$ cat src/rtl/rgb_pwm_driver_pkg.sv
// Shared constants, types and helpers for the RGB PWM driver slice.
package rgb_pwm_driver_pkg;

  localparam int RGB_R = 0;
  localparam int RGB_G = 1;
  localparam int RGB_B = 2;
  localparam int COLOURS_PER_LED  = 3;
  localparam int DEFAULT_PWM_BITS = 4;

  typedef enum logic {
    BLINK_ON  = 1'b0,
    BLINK_OFF = 1'b1
  } blink_state_t;

  // Counter widths never collapse to zero bits, even for a count of 1.
  function automatic int clog2_min1(input int n);
    return (n > 1) ? $clog2(n) : 1;
  endfunction

  function automatic int nch_of(input int num_leds);
    return COLOURS_PER_LED * num_leds;
  endfunction

endpackage

$ cat src/rtl/rgb_pwm_driver_if.sv
// Duty write port: single-cycle strobe, channel index and duty value, no backpressure.
interface rgb_pwm_driver_if #(
  parameter int NCH      = 6,
  parameter int PWM_BITS = 4
);
  import rgb_pwm_driver_pkg::*;

  localparam int CHAN_W = clog2_min1(NCH);

  logic                wr_en;
  logic [CHAN_W-1:0]   wr_chan;
  logic [PWM_BITS-1:0] wr_duty;

  modport master (output wr_en, output wr_chan, output wr_duty);
  modport slave  (input  wr_en, input  wr_chan, input  wr_duty);

endinterface

$ cat src/rtl/rgb_pwm_driver_channel.sv
// rgb_pwm_channel: staging/active duty registers and registered PWM compare for one colour channel.
module rgb_pwm_channel #(
  parameter int PWM_BITS = 4
) (
  input  logic                clk,
  input  logic                rst_n,
  input  logic                wr_hit,
  input  logic [PWM_BITS-1:0] wr_duty,
  input  logic                boundary,
  input  logic [PWM_BITS-1:0] pwm_cnt,
  input  logic                sw_bit,
  input  logic                blink_on,
  output logic                led
);

  logic [PWM_BITS-1:0] staging_q, staging_d;
  logic [PWM_BITS-1:0] active_q, active_d;
  logic                led_q, led_d;

  // Active copies the pre-write staging value, so a write landing on the boundary waits a period.
  always_comb begin
    staging_d = staging_q;
    active_d  = active_q;
    if (boundary) begin
      active_d = staging_q;
    end
    if (wr_hit) begin
      staging_d = wr_duty;
    end
    led_d = sw_bit & (pwm_cnt < active_q) & blink_on;
  end

  always_ff @(posedge clk or negedge rst_n) begin
    if (!rst_n) begin
      staging_q <= '0;
      active_q  <= '0;
      led_q     <= 1'b0;
    end else begin
      staging_q <= staging_d;
      active_q  <= active_d;
      led_q     <= led_d;
    end
  end

  assign led = led_q;

endmodule

$ cat src/rtl/rgb_pwm_driver.sv
// rgb_pwm_driver: PWM driver for NUM_LEDS RGB LEDs with switch gating and a duty write port.
// Define RGB_BLINK_EN to add the blink_en port and the ON/OFF blink FSM.
module rgb_pwm_driver
  import rgb_pwm_driver_pkg::*;
#(
  parameter int NUM_LEDS      = 2,
  parameter int PWM_BITS      = DEFAULT_PWM_BITS,
  parameter int PRESCALE      = 1000,
  parameter int BLINK_PERIODS = 50
) (
  input  logic                                clk,
  input  logic                                rst_n,
  input  logic [COLOURS_PER_LED*NUM_LEDS-1:0] sw,
  rgb_pwm_driver_if.slave                     wr,
`ifdef RGB_BLINK_EN
  input  logic                                blink_en,
`endif
  output logic [COLOURS_PER_LED*NUM_LEDS-1:0] led_out,
  output logic                                period_start
);

  localparam int NCH    = nch_of(NUM_LEDS);
  localparam int CHAN_W = clog2_min1(NCH);
  localparam int MAX    = (2 ** PWM_BITS) - 1;
  localparam int PS_W   = clog2_min1(PRESCALE);

  localparam logic [PS_W-1:0]     PS_LAST  = PS_W'(PRESCALE - 1);
  localparam logic [PWM_BITS-1:0] CNT_LAST = PWM_BITS'(MAX - 1);

  if (PRESCALE < 1 || BLINK_PERIODS < 1) begin : g_param_check
    $error("rgb_pwm_driver: PRESCALE and BLINK_PERIODS must be >= 1");
  end

  logic [PS_W-1:0]     presc_q, presc_d;
  logic [PWM_BITS-1:0] pwm_cnt_q, pwm_cnt_d;
  logic                period_start_q, period_start_d;
  logic                tick;
  logic                boundary;
  logic                blink_on;

  // The period is MAX ticks (0..MAX-1) so a duty of MAX stays high across the wrap.
  always_comb begin
    tick           = (presc_q == PS_LAST);
    presc_d        = tick ? '0 : presc_q + 1'b1;
    boundary       = tick && (pwm_cnt_q == CNT_LAST);
    pwm_cnt_d      = pwm_cnt_q;
    if (tick) begin
      pwm_cnt_d = (pwm_cnt_q == CNT_LAST) ? '0 : pwm_cnt_q + 1'b1;
    end
    period_start_d = boundary;
  end

  always_ff @(posedge clk or negedge rst_n) begin
    if (!rst_n) begin
      presc_q        <= '0;
      pwm_cnt_q      <= '0;
      period_start_q <= 1'b0;
    end else begin
      presc_q        <= presc_d;
      pwm_cnt_q      <= pwm_cnt_d;
      period_start_q <= period_start_d;
    end
  end

  assign period_start = period_start_q;

`ifdef RGB_BLINK_EN
  localparam int BLINK_W = clog2_min1(BLINK_PERIODS);
  localparam logic [BLINK_W-1:0] BLINK_LAST = BLINK_W'(BLINK_PERIODS - 1);

  blink_state_t        blink_state_q, blink_state_d;
  logic [BLINK_W-1:0]  blink_cnt_q, blink_cnt_d;

  always_comb begin
    blink_state_d = blink_state_q;
    blink_cnt_d   = blink_cnt_q;
    if (!blink_en) begin
      blink_state_d = BLINK_ON;
      blink_cnt_d   = '0;
    end else if (boundary) begin
      if (blink_cnt_q == BLINK_LAST) begin
        blink_cnt_d = '0;
        unique case (blink_state_q)
          BLINK_ON:  blink_state_d = BLINK_OFF;
          BLINK_OFF: blink_state_d = BLINK_ON;
          default:   blink_state_d = BLINK_ON;
        endcase
      end else begin
        blink_cnt_d = blink_cnt_q + 1'b1;
      end
    end
  end

  always_ff @(posedge clk or negedge rst_n) begin
    if (!rst_n) begin
      blink_state_q <= BLINK_ON;
      blink_cnt_q   <= '0;
    end else begin
      blink_state_q <= blink_state_d;
      blink_cnt_q   <= blink_cnt_d;
    end
  end

  // Dropping blink_en releases the outputs immediately rather than waiting for the FSM.
  assign blink_on = (blink_state_q == BLINK_ON) || !blink_en;
`else
  assign blink_on = 1'b1;
`endif

  for (genvar i = 0; i < NCH; i++) begin : g_chan
    rgb_pwm_channel #(
      .PWM_BITS (PWM_BITS)
    ) u_chan (
      .clk      (clk),
      .rst_n    (rst_n),
      .wr_hit   (wr.wr_en && (wr.wr_chan == CHAN_W'(i))),
      .wr_duty  (wr.wr_duty),
      .boundary (boundary),
      .pwm_cnt  (pwm_cnt_q),
      .sw_bit   (sw[i]),
      .blink_on (blink_on),
      .led      (led_out[i])
    );
  end

endmodule
$ cat src/flat_wrapper.sv
// flat-port wrapper written by rule: the top's interface ports become plain ports
module rgb_pwm_driver_flat import rgb_pwm_driver_pkg::*;
#(
  parameter int NUM_LEDS      = 2,
  parameter int PWM_BITS      = DEFAULT_PWM_BITS,
  parameter int PRESCALE      = 1000,
  parameter int BLINK_PERIODS = 50
)
  (clk, rst_n, sw, led_out, period_start, wr_wr_en, wr_wr_chan, wr_wr_duty);
  rgb_pwm_driver_if #(.PWM_BITS(PWM_BITS)) wr_i ();
  input  logic clk;
  input  logic rst_n;
  input  logic [COLOURS_PER_LED*NUM_LEDS-1:0] sw;
  output logic [COLOURS_PER_LED*NUM_LEDS-1:0] led_out;
  output logic period_start;
  input wire logic [$bits(wr_i.wr_en)-1:0] wr_wr_en;
  input wire logic [$bits(wr_i.wr_chan)-1:0] wr_wr_chan;
  input wire logic [$bits(wr_i.wr_duty)-1:0] wr_wr_duty;
  assign wr_i.wr_en = wr_wr_en;
  assign wr_i.wr_chan = wr_wr_chan;
  assign wr_i.wr_duty = wr_wr_duty;
  rgb_pwm_driver #(.NUM_LEDS(NUM_LEDS), .PWM_BITS(PWM_BITS), .PRESCALE(PRESCALE), .BLINK_PERIODS(BLINK_PERIODS)) u_core (.clk(clk), .rst_n(rst_n), .sw(sw), .wr(wr_i), .led_out(led_out), .period_start(period_start));
endmodule
$ cat config.mk
export PLATFORM = sky130hd
export DESIGN_NAME = rgb_pwm_driver_flat
export DESIGN_NICKNAME = d
export VERILOG_FILES = /design/src/rtl/rgb_pwm_driver_pkg.sv /design/src/rtl/rgb_pwm_driver_if.sv /design/src/rtl/rgb_pwm_driver_channel.sv /design/src/rtl/rgb_pwm_driver.sv /design/src/flat_wrapper.sv
export SDC_FILE = /design/constraint.sdc
export NUM_CORES = 1
export LEC_CHECK = 0
export ABC_AREA = 0
export BUFFER_PORTS_ARGS = -buffer_cell sky130_fd_sc_hd__buf_2
export CAP_MARGIN = 20
export CORE_MARGIN = 3
export CORE_UTILIZATION = 40
export CTS_CLUSTER_SIZE = 30
export DETAILED_ROUTE_END_ITERATION = 8
export HOLD_SLACK_MARGIN = 0.06
export MAX_ROUTING_LAYER = met4
export PLACE_DENSITY_LB_ADDON = 0.25
export SYNTH_ARGS = -nofsm -noshare
export SYNTH_HDL_FRONTEND = slang
export SYNTH_SLANG_ARGS = --single-unit
$ cat constraint.sdc
create_clock -name clk -period 2 [get_ports clk]
set_input_delay 0.2 -clock clk [delete_from_list [all_inputs] [get_ports clk]]
set_output_delay 0.2 -clock clk [all_outputs]
set_load 0.05 [all_outputs]
**Word level (Yosys, flattened, before mapping)**

Cells that the tools add are included.

- Output and inout port bits: 7
- Latch bits: 0
- Bits in registers: 69
- Memories kept: 0
- Memory bits (read-only): 0
- RAM bits: 0

- Bitwise gates (word level): 6
- Divide/modulo/power cells: 0
- Shifts and indexed selects: 0
- Equality and inequality tests: 7
- Multiply operators: 0
- Reductions and logical operators: 8
- Mux-type cells: 2
- $add $sub $neg: 2
- Order comparisons: 6

Operator list:

| cell | count |
|---|---|
| $lt A4 B4 Y1 | 6 |
| $add A10 B1 Y10 const B | 1 |
| $eq A10 B10 Y1 const B | 1 |
| $mux W10 | 1 |
| $logic_and A1 B1 Y1 | 7 |
| $and A1 B1 Y1 | 6 |
| $eq A3 B2 Y1 const B | 2 |
| $eq A3 B3 Y1 const B | 2 |
| $add A4 B1 Y4 const B | 1 |
| $eq A4 B4 Y1 const B | 1 |
| $mux W4 | 1 |
| $eq A3 B1 Y1 const B | 1 |
| $logic_not A3 Y1 | 1 |

**Longest topological paths before layout**

Gate-level depths: netlist of run 1.

- Depth in word-level cells: 2
- Gate-level depth with buffers: 7
- Depth with buffers taken out: 5

**By module**

A second synthesis of run 1 with hierarchy kept.

- Cell total of the unflattened synthesis: 271
- Area, all modules: 3185.6 um^2

Modules (own cells, without submodules):

| module | cells each | instances | area each (um^2) |
|---|---|---|---|
| rgb_pwm_channel | 32 | 6 | 395.4 |
| rgb_pwm_driver | 79 | 1 | 813.3 |

**Worst setup path before layout of run 1**

No wires, ideal clock.

- Kind: register to register
- Start point: reg u_core.presc_q[0]
- End point: reg u_core.g_chan[0].u_chan.active_q[1]
- Period minus slack after synthesis: 1.654 ns
- Data arrival time: 1.528 ns
- Slack: 0.346 ns
- Stages on the path, launching flop included: 7
- Buffers on the path: 1
- Library setup time: 0.126 ns
- Path through: dfrtp_1 > ha_1 > and4bb_4 > nand3_4 > nor3_4 > buf_6 > o21ai_0

- Longest elaborated chain between the ends: 2

Ends and longest elaborated chain:

| item | line | RTL |
|---|---|---|
| start, declared | rgb_pwm_driver.sv:34 | `logic [PS_W-1:0] presc_q, presc_d;` |
| start signal, assigned | rgb_pwm_driver.sv:59 | `presc_q <= presc_d;` |
| $eq A10 B10 Y1 | rgb_pwm_driver.sv:43 | `tick = (presc_q == PS_LAST);` |
| $logic_and A1 B1 Y1 | rgb_pwm_driver.sv:45 | `boundary = tick && (pwm_cnt_q == CNT_LAST);` |
| named net u_core.boundary | rgb_pwm_driver.sv:38 | `logic boundary;` |
| end signal, assigned | rgb_pwm_driver_channel.sv:40 | `active_q <= active_d;` |
| end, declared | rgb_pwm_driver_channel.sv:17 | `logic [PWM_BITS-1:0] active_q, active_d;` |

The timed path passes the listed nets, and every way through them passes these cells.
A chain may end at the register's enable or synchronous reset.

**Worst setup path in the final report of run 1**

- Start point: reg u_core.presc_q[0]
- End point: reg u_core.g_chan[2].u_chan.active_q[3]

- Longest elaborated chain between the ends: 2

Ends and longest elaborated chain:

| item | line |
|---|---|
| $eq A10 B10 Y1 | rgb_pwm_driver.sv:43 |
| $logic_and A1 B1 Y1 | rgb_pwm_driver.sv:45 |
| end signal, assigned | rgb_pwm_driver_channel.sv:40 |
| end, declared | rgb_pwm_driver_channel.sv:17 |

Every way passes these cells.

==> flow_metrics.tcl, run 1 <==
set metrics [dict create \
    synth_xor_area_frac 0.0106 \
    place_hpwl_um 4310 \
    power_mw 2.91 \
    firstDrtPassIters 4 \
    worstPathRequired_ps 2220 \
    reg2regPathDepth 6 \
    synth_compound_area_frac 0.0943 \
    grt_pass1_wl_um 11100 \
    whs_path_depth 3 \
    r2r_setup_slack_ps 190 \
    vias 2122 \
    dieArea_um2 9350 \
    max_freq_ghz 0.551 \
    clock_skew_ps 10.6 \
    combPwrFrac 0.062 \
    n_fill_cell 754 \
    critPathBufInv 1 \
    dr.first_iter.drc_count 76 \
    clockRootBuffer "clkbuf_8" \
    cts_setup_buffers 0 \
    synth_simple_gate_area_frac 0.133 \
    cap_viol_max_count 0 \
    hold_start "sw[3]" \
    core_area_um2 7850 \
    fin_nets 346 \
    period_needed_ps 1810 \
    antenna_found_initial 0 \
    clock_latency_ps 340 \
    cp-end-kind "register" \
    cpLargestDelayFamily "simple AND/OR/NAND/NOR gates" \
    syn_nets 317 \
    die_h_um 96.7 \
    std_cell_rows 32 \
    synth_top_family_by_area "simple AND/OR/NAND/NOR gates" \
    ir_worst_vdd_v 0.000364 \
    min_path_type "in -> reg" \
    rsz0062_at_grt "no" \
    htreeDepth 3 \
    synth_edf_count 0 \
    synth_mux_area_frac 0.106 \
    slowest_stage "dfrtp_1" \
    pwr-share-clk 0.405 \
    synthToLayoutAreaGrowth_pct 13.7 \
    finalMaxSlewViolations 0 \
    cts_tree "yes" \
    worstPathMaxFanout 19 \
    synth_ff_type "dfrtp_1" \
    grt_pass1_vias 2249 \
    r2r-start "u_core.presc_q[0]$_DFF_PN0_" \
    synth_seq_cells 69 \
    syn_inst 282 \
    status "completed" \
    async_flop_share 1.00 \
    grt_max_degree 39 \
    switching_share 0.227 \
    avgViaCountPerCell 5.08 \
    finalHoldViolCount 0 \
    seqPwrFrac 0.534 \
    routedWlPerCell_um 15.0 \
    r2r-end "u_core.g_chan[2].u_chan.active_q[3]$_DFFE_PN0P_" \
    synthAdderAreaFrac 0.0722 \
    timing.slew.headroom 0.679 \
    syn_area_um2 3290 \
    critPathKind "reg -> reg" \
    drive_gt1_frac 0.275 \
    routed_wirelength_um 6270 \
    grt_overflow 0 \
    tightest_slew_ps 481 \
    drc 0 \
    setup.worst_path.start_class "register" \
    ant_nets 0 \
    gp_congestion 0.815 \
    mostFrequentLayoutCell "dfrtp_1" \
    final_cells 418 \
    path_cells "ha_1, and4bb_4, nand3_4, nor3_4, buf_4, o21ai_0" \
    grt.total_usage 0.154 \
    p_switching_mw 0.663 \
    power.internal_mw 2.25 \
    slowest_delay_ps 380 \
    antenna_cells 0 \
    yosysWarnings 0 \
    initial_core_util 0.419 \
    power_density_nw_per_um2 779 \
    port_buffers 22 \
    dp.cells 401 \
    cts.sinks 69 \
    setup_viol 0 \
    syn_avg_cell_area_um2 11.7 \
    synth_cell_type_count 39 \
    p_leak_nw 1.69 \
    finalCritPeriodShare 0.907 \
    finalSetupTns_ps 0 \
    worstHoldEndpoint "u_core.g_chan[3].u_chan.led$_DFF_PN0_" \
    die_w_um 96.7 \
    clockBufferDepth 2 \
    cts_made_buffers 9 \
    yosysSeqAreaShare 0.525 \
    path_clk_slew_ps 80 \
    ios 23 \
    crit_arrival_ps 2030 \
    layout_common_cells "dfrtp_1, mux2_2, o21ai_0" \
]
-- per-stage QoR --
step | utilization | area [µm²] | setup WS, ps | hold slack [ps]
global route | 0.477 | 3740 | 41.4 | 69.8
global placement | 0.449 | 3520 | 298 | 92.0
floorplan | - | 3290 | 346 | -95.6
finish | 0.477 | 3740 | 186 | 78.6
CTS | 0.477 | 3740 | 184 | 65.8
detailed placement | 0.449 | 3520 | 212 | 90.6
-- logic make-up (layout without fill, tap and decap cells) --
logic type               Yosys count  in the layout
AND/OR/NAND/NOR                   72             72
flip-flops                        69             69
AO/OA/AOI/OAI                     52             52
buffers and inverters             35             69
multiplexers                      31             31
adder cells (fa/ha/maj)           19             19
XOR/XNOR                           4              4
-- what timing repair did --
action,CTS,global route
resized for setup,0,0
endpoints found under the hold margin,69,0
hold buffers,1,0
-- per-layer routing --
| layer | share of wire | GRT usage | wire, µm |
|---|---|---|---|
| met1 | 0.52 | 0.217 | 3260 |
| met2 | 0.44 | 0.217 | 2730 |
| met3 | 0.027 | 0.0317 | 170 |
| met4 | 0.017 | 0.0626 | 106 |
| met5 | 0 | - | 0 |
-- power by group through the flow --
| stage | clock network [mW] | registers [mW] | logic (mW) |
|---|---|---|---|
| after global routing | 1.28 | 1.57 | 0.204 |
| after detailed placement | 0 | 1.58 | 0.183 |
| after CTS | 1.21 | 1.56 | 0.185 |
| final | 1.18 | 1.56 | 0.180 |
| after global placement | 0 | 1.58 | 0.177 |
| after floorplan | 0 | 1.56 | 0.108 |
-- worst min-delay path: cells and delay by family --
kind | cells | cell delay, ps
compound gates | 1 | 40
buf+inv | 1 | 90
simple gates | 1 | 50
-- cell type report --
type	count	area, µm²	area share
clock buffers	11	151	0.0405
inverters	20	75.1	0.0201
well taps	102	128	0.0341
flip-flops and latches	69	1730	0.461
clock inverters	5	58.8	0.0157
repair buffers	33	233	0.0622
multi-input cells	178	1370	0.366
-- worst max-delay path by stage --
stage                     depth (start not counted)                                         endpoint                         from  slack (ps)
after floorplan                                   6  u_core.g_chan[0].u_chan.active_q[1]$_DFFE_PN0P_  u_core.presc_q[0]$_DFF_PN0_         350
after global placement                            6  u_core.g_chan[4].u_chan.active_q[3]$_DFFE_PN0P_  u_core.presc_q[0]$_DFF_PN0_         300
after detailed placement                          6  u_core.g_chan[5].u_chan.active_q[1]$_DFFE_PN0P_  u_core.presc_q[0]$_DFF_PN0_         210
after CTS                                         6  u_core.g_chan[5].u_chan.active_q[1]$_DFFE_PN0P_  u_core.presc_q[0]$_DFF_PN0_         180
after global routing                              6  u_core.g_chan[5].u_chan.active_q[1]$_DFFE_PN0P_  u_core.presc_q[0]$_DFF_PN0_          40
final                                             6  u_core.g_chan[2].u_chan.active_q[3]$_DFFE_PN0P_  u_core.presc_q[0]$_DFF_PN0_         190
-- Yosys cell counts (2+ instances only) --
cell type | n | area share
nor2b_1 | 2 | 0.0038
a21o_1 | 12 | 0.027
nor2_1 | 10 | 0.011
a22o_1 | 2 | 0.0053
o21ai_0 | 26 | 0.040
nand3_1 | 25 | 0.038
mux2_2 | 30 | 0.10
buf_4 | 7 | 0.016
buf_2 | 3 | 0.0046
nand2b_1 | 12 | 0.023
xor2_1 | 2 | 0.0053
dfrtp_1 | 69 | 0.52
nand4_1 | 3 | 0.0057
inv_1 | 20 | 0.023
ha_1 | 19 | 0.072
nand2_1 | 6 | 0.0068
xnor2_1 | 2 | 0.0053
buf_6 | 4 | 0.014
a21oi_1 | 8 | 0.012
-- registers in the layout (all words and copies together), names as in the netlist --
name / cells
u_core.presc_q: 10
u_core.g_chan.u_chan.led: 6
u_core.pwm_cnt_q: 4
u_core.g_chan.u_chan.active_q: 24
u_core.g_chan.u_chan.staging_q: 24
u_core.period_start: 1
(Power assumes the default switching activity.)
==> inputs of run 2 (changes only) <==
- ABC_AREA: 0 -> 1
- SLEW_MARGIN: not set -> 20
==> run 2 against run 1 <==
  * Combinational power down 16%
  * Clock skew about the same
  * Die area rose by 4.2%
  * Non-clock buffer count up 3
  * Sequential share of layout area shrank 1.9 points
  * Critical path type unchanged
  * Critical endpoint is now u_core.presc_q[7]$_DFF_PN0_
==> flow_metrics.tcl, run 2 <==
set metrics [dict create \
    setup.worst_path.start_class "register" \
    async_flop_share 1.00 \
    grt.total_usage 0.150 \
    critPathBufInv 0 \
    syn_nets 447 \
    busiest_layer "met2" \
    reg2regPathDepth 5 \
    ant_nets 0 \
    syn_inst 412 \
    rsz0062_at_grt "no" \
    use_met1 0.202 \
    synthToLayoutAreaGrowth_pct 13.4 \
    vias 2573 \
    gp_congestion 0.764 \
    met2_usage 0.225 \
    met3_usage 0.0219 \
    dieArea_um2 9750 \
    layout_common_cells "nand2_1, dfrtp_1, inv_1" \
    die_w_um 98.7 \
    min_path_type "in -> reg" \
    cts.sinks 69 \
    worstPathMaxFanout 28 \
    synth_top_area_cell "dfrtp_1" \
    antenna_found_initial 0 \
    routed_wirelength_um 6440 \
    core_area_um2 8300 \
    clockBufferDepth 2 \
    reg.largest.list "u_core.g_chan.u_chan.active_q (24), u_core.g_chan.u_chan.staging_q (24), u_core.presc_q (10)" \
    p_leak_nw 2.10 \
    synth_edf_count 0 \
    cpLargestDelayFamily "simple AND/OR/NAND/NOR gates" \
    slowest_stage "dfrtp_1" \
    firstDrtPassIters 5 \
    ios 23 \
    worstPathRequired_ps 2230 \
    std_cell_rows 33 \
    crit_arrival_ps 1760 \
    ir_worst_vdd_v 0.000275 \
    r2r-end "u_core.presc_q[7]$_DFF_PN0_" \
    clockRootBuffer "clkbuf_8" \
    final_util 0.470 \
    port_buffers 22 \
    cts_tree "yes" \
    cp-end-kind "register" \
    grt_max_degree 40 \
    r2r_setup_slack_ps 470 \
    mostFrequentLayoutCell "nand2_1" \
    syn_avg_cell_area_um2 8.35 \
    crit_end "u_core.presc_q[7]$_DFF_PN0_" \
    synth_seq_cells 69 \
    synthDominantCellAreaShare 0.502 \
    grt_overflow 0 \
    tightest_slew_ps 451 \
    die_h_um 98.7 \
    finalSetupTns_ps 0 \
    finalMaxSlewViolations 0 \
    yosysSeqAreaShare 0.502 \
    grt_pass1_wl_um 11500 \
    synth_cell_type_count 22 \
    setup.worst_path.start "u_core.presc_q[5]$_DFF_PN0_" \
    timing.slew.headroom 0.698 \
    cp_common_cell "nand2_1" \
    slowest_delay_ps 440 \
    finalCritPeriodShare 0.763 \
    cts_made_buffers 9 \
    r2r-start "u_core.presc_q[5]$_DFF_PN0_" \
    fin_nets 477 \
    setup_viol 0 \
    critPathKind "reg -> reg" \
    syn_area_um2 3440 \
    power_density_nw_per_um2 751 \
    synth_common_cells "nand2_1, dfrtp_1, inv_1" \
    htreeDepth 3 \
    initial_core_util 0.415 \
    clock_skew_ps 10.3 \
    antenna_cells 0 \
    period_needed_ps 1530 \
    dr.first_iter.drc_count 133 \
    yosysMostFrequentCell "nand2_1" \
    drive_gt1_frac 0.116 \
    finalHoldViolCount 0 \
    place_hpwl_um 4590 \
    path_depth 5 \
    cts_resized 0 \
    synthTopCellsByArea "dfrtp_1, nand2_1, ha_1, inv_1, nand4_1" \
    n_fill_cell 812 \
    cap_viol_max_count 0 \
    yosysWarnings 0 \
    hold_buffers 7 \
    cts_setup_buffers 0 \
    path_clk_slew_ps 80 \
    max_freq_ghz 0.655 \
    routedWlPerCell_um 11.7 \
    synth_ff_type "dfrtp_1" \
    drc 0 \
    grt_pass1_vias 2494 \
    avgViaCountPerCell 4.66 \
    status "completed" \
    clock_latency_ps 340 \
    path_cells "nand2_2, nor2_8, nand2_1, nand2_1, nor2_1" \
]
==> run 2: cell count changes in the layout (fill, tap and decap cells not counted), moves of 12 or more <==
cell      change
nand3_1      -14
nand2b_1     -12
mux2_2       -30
nand2_1     +137
nand4_1      +24
a21o_1       -12
inv_1        +34
nor2_1       +16
==> run 2: layout make-up <==
type	instances	area (µm²)	share of cell area
Sequential cell	69	1730	0.443
Clock buffer	9	124	0.0318
Clock inverter	7	90.1	0.0231
Timing Repair Buffer	36	245	0.0629
Multi-Input combinational cell	271	1380	0.353
Tap cell	105	131	0.0337
Inverter	55	206	0.0529
==> run 2: worst min-delay path by stage <==
stage,end,slack [ps],depth (start not counted),from
after floorplan,u_core.g_chan[0].u_chan.active_q[0]$_DFFE_PN0P_,-100,0,rst_n
after global placement,u_core.presc_q[1]$_DFF_PN0_,140,1,rst_n
after detailed placement,u_core.pwm_cnt_q[3]$_DFFE_PN0N_,150,1,rst_n
after CTS,u_core.g_chan[3].u_chan.staging_q[0]$_DFFE_PN0P_,200,3,wr_wr_duty[0]
after global routing,u_core.g_chan[0].u_chan.staging_q[3]$_DFFE_PN0P_,220,3,wr_wr_duty[3]
final,u_core.g_chan[4].u_chan.staging_q[0]$_DFFE_PN0P_,200,3,wr_wr_duty[0]
==> run 2: stage by stage <==
stage	worst slack [ps]	hold WS, ps	area (µm²)	std cells	power, mW
2_1_floorplan	665	-95.6	3440	412	1.62
3_3_place_gp	525	135	3620	529	1.70
3_5_place_dp	491	145	3620	529	1.71
4_1_cts	478	203	3900	552	2.96
5_1_grt	319	224	3900	552	3.06
6_report	474	199	3900	552	2.93
==> run 2: cells by family (layout without fill, tap and decap cells) <==
kind of cell | count (synthesis) | count (layout) | synth area share
simple gates | 214 | 214 | 0.274
buf+inv | 72 | 107 | 0.0978
compound gates | 37 | 37 | 0.0549
fa+ha+maj | 19 | 19 | 0.0691
flops | 69 | 69 | 0.502
xor+xnor | 1 | 1 | 0.00255
==> run 2: power breakdown <==
part | internal [mW] | switching, mW | leakage [nW] | total, mW
Combinational | 0.0636 | 0.0871 | 1.08 | 0.151
Sequential | 1.49 | 0.0588 | 0.916 | 1.54
Clock | 0.695 | 0.540 | 0.105 | 1.23
==> run 2: worst register-to-register path, stage by stage, from the launching register on <==
cell and delay [ps]:
dfrtp_1 440, nand2_2 130, nor2_8 320, nand2_1 320, nand2_1 160, nor2_1 50
==> run 2: per-layer routing <==
| layer | share of wire | wire length, µm | up-vias |
|---|---|---|---|
| met2 | 0.45 | 2880 | 38 |
| met4 | 0.019 | 121 | 0 |
| met3 | 0.024 | 155 | 12 |
| met1 | 0.51 | 3280 | 1163 |
| li1 | - | - | 1360 |
| met5 | 0 | 0 | - |
==> inputs of run 3 (changes only) <==
- ABC_AREA: 1 -> 0
- clock period: 2 -> 1.32 ns (I/O delays scaled with it)
==> run 3 against run 2 <==
  * First-iteration DRC count decreased by 35%
  * Maximum frequency decreased by 0.56%
  * The flow now finishes with violations (negative setup slack)
  * Critical path depth increased by 1
==> flow_metrics.tcl, run 3 (synthesis results as in run 1) <==
set metrics [dict create \
    synthToLayoutAreaGrowth_pct 32.5 \
    vias 2316 \
    cpLargestDelayFamily "simple AND/OR/NAND/NOR gates" \
    violations "negative setup slack" \
    cp-end-kind "register" \
    cts_tree "yes" \
    cap_viol_max_count 0 \
    path_clk_slew_ps 80 \
    dr.first_iter.drc_count 87 \
    initial_core_util 0.419 \
    finalHoldViolCount 0 \
    timing.slew.headroom 0.747 \
    die_w_um 96.7 \
    ios 23 \
    fin_nets 386 \
    power_density_nw_per_um2 1040 \
    tightest_slew_ps 380 \
    critPathBufInv 1 \
    place_hpwl_um 4770 \
    grt_max_degree 42 \
    clock_skew_ps 14.9 \
    setup_viol 37 \
    min_path_type "in -> reg" \
    status "finished with violations" \
    slowest_stage "dfrtp_1" \
    setup.worst_path.start_class "register" \
    p_leak_nw 1.92 \
    ir_worst_vdd_v 0.000465 \
    fin_hold_ws_ps 124 \
    die_h_um 96.7 \
    clock_latency_ps 350 \
    grt_pass1_vias 2396 \
    routed_wirelength_um 7500 \
    r2r_setup_slack_ps -210 \
    drive_gt1_frac 0.445 \
    mostFrequentLayoutCell "dfrtp_1" \
    grt_pass1_wl_um 12100 \
    clockBufferDepth 2 \
    core_area_um2 7850 \
    std_cell_rows 32 \
    finalMaxSlewViolations 0 \
    crit_arrival_ps 1800 \
    reg.largest.list "u_core.g_chan.u_chan.active_q (24), u_core.g_chan.u_chan.staging_q (24), u_core.presc_q (10)" \
    gp_congestion 0.812 \
    finalSetupTns_ps -5740 \
    critPathKind "reg -> reg" \
    firstDrtPassIters 4 \
    cts_made_buffers 9 \
    clockRootBuffer "clkbuf_8" \
    avgViaCountPerCell 5.07 \
    dieArea_um2 9350 \
    drc 0 \
    antenna_cells 0 \
    antenna_found_initial 0 \
    finalCritPeriodShare 1.16 \
    layout_common_cells "dfrtp_1, buf_4, mux2_2" \
    grt.total_usage 0.167 \
    rsz0062_at_grt "yes" \
    path_cells "ha_4, and4bb_4, and3_4, buf_12, nand3_2, o21ai_2" \
    cts.sinks 69 \
    grt_overflow 0 \
    dp_slack_ps -247 \
    htreeDepth 3 \
    setup_ws_ps -215 \
    max_freq_ghz 0.652 \
    port_buffers 22 \
    period_needed_ps 1530 \
    slowest_delay_ps 400 \
    worstPathMaxFanout 6 \
    routedWlPerCell_um 16.4 \
    worstPathRequired_ps 1580 \
    ant_nets 0 \
]
## run 3: layout make-up
class,instances,area [µm²]
fillers,663,3490
flip-flops and latches,69,1730
multi-input cells,178,1600
repair buffers,73,611
well taps,102,128
clock buffers,9,124
clock inverters,6,88.8
inverters,20,75.1
## run 3: through the flow
| step | std cells | utilization | cell area [µm²] | total power, mW |
|---|---|---|---|---|
| after floorplan | 282 | - | 3330 | 2.53 |
| after global placement | 422 | 0.471 | 3690 | 2.66 |
| after detailed placement | 422 | 0.471 | 3690 | 2.68 |
| after CTS | 451 | 0.531 | 4170 | 4.57 |
| after global routing | 457 | 0.556 | 4360 | 4.72 |
| final | 457 | 0.556 | 4360 | 4.54 |
## run 3: path summary, 6_finish.rpt
kind / start / depth (start not counted) / to
max: u_core.presc_q[0]$_DFF_PN0_ / 6 / u_core.pwm_cnt_q[2]$_DFFE_PN0N_
min: wr_wr_duty[0] / 2 / u_core.g_chan[4].u_chan.staging_q[0]$_DFFE_PN0P_
max reg2reg: u_core.presc_q[0]$_DFF_PN0_ / 6 / u_core.pwm_cnt_q[2]$_DFFE_PN0N_
min reg2reg: u_core.g_chan[3].u_chan.staging_q[2]$_DFFE_PN0P_ / 2 / u_core.g_chan[3].u_chan.active_q[2]$_DFFE_PN0P_
max in group asynchronous: rst_n / 3 / u_core.g_chan[5].u_chan.staging_q[3]$_DFFE_PN0P_
min in group asynchronous: rst_n / 2 / u_core.presc_q[8]$_DFF_PN0_
## run 3: what timing repair did
item                                   in CTS  in global routing
pin swaps                                  17                 12
cloned                                      0                  3
hold buffers                                7                  0
gates resized for setup                    28                 25
setup buffers                               7                  3
setup endpoints to repair                  39                 42
endpoints found under the hold margin      34                  0
## run 3: worst reg2reg max path, delay by kind of cell, from the launching register on
family / cells / cell delay [ps]
AND/OR/NAND/NOR: 3 / 660
flip-flops: 1 / 400
adder cells (fa/ha/maj): 1 / 150
buffers and inverters: 1 / 140
AO/OA/AOI/OAI: 1 / 110
## run 3: per-layer routing
layer  up-vias  routed length, µm  global-route usage
met4         0                144              0.0734
met2        30               3690               0.255
met5         -                  0                   -
met3        11                183              0.0332
li1       1118                  -                   -
met1      1157               3480               0.217
## run 3: power by group
group	total, mW	switching, mW	leakage, nW	internal, mW
clock network	1.88	0.825	0.101	1.05
logic	0.296	0.124	0.925	0.172
registers	2.37	0.0960	0.896	2.27
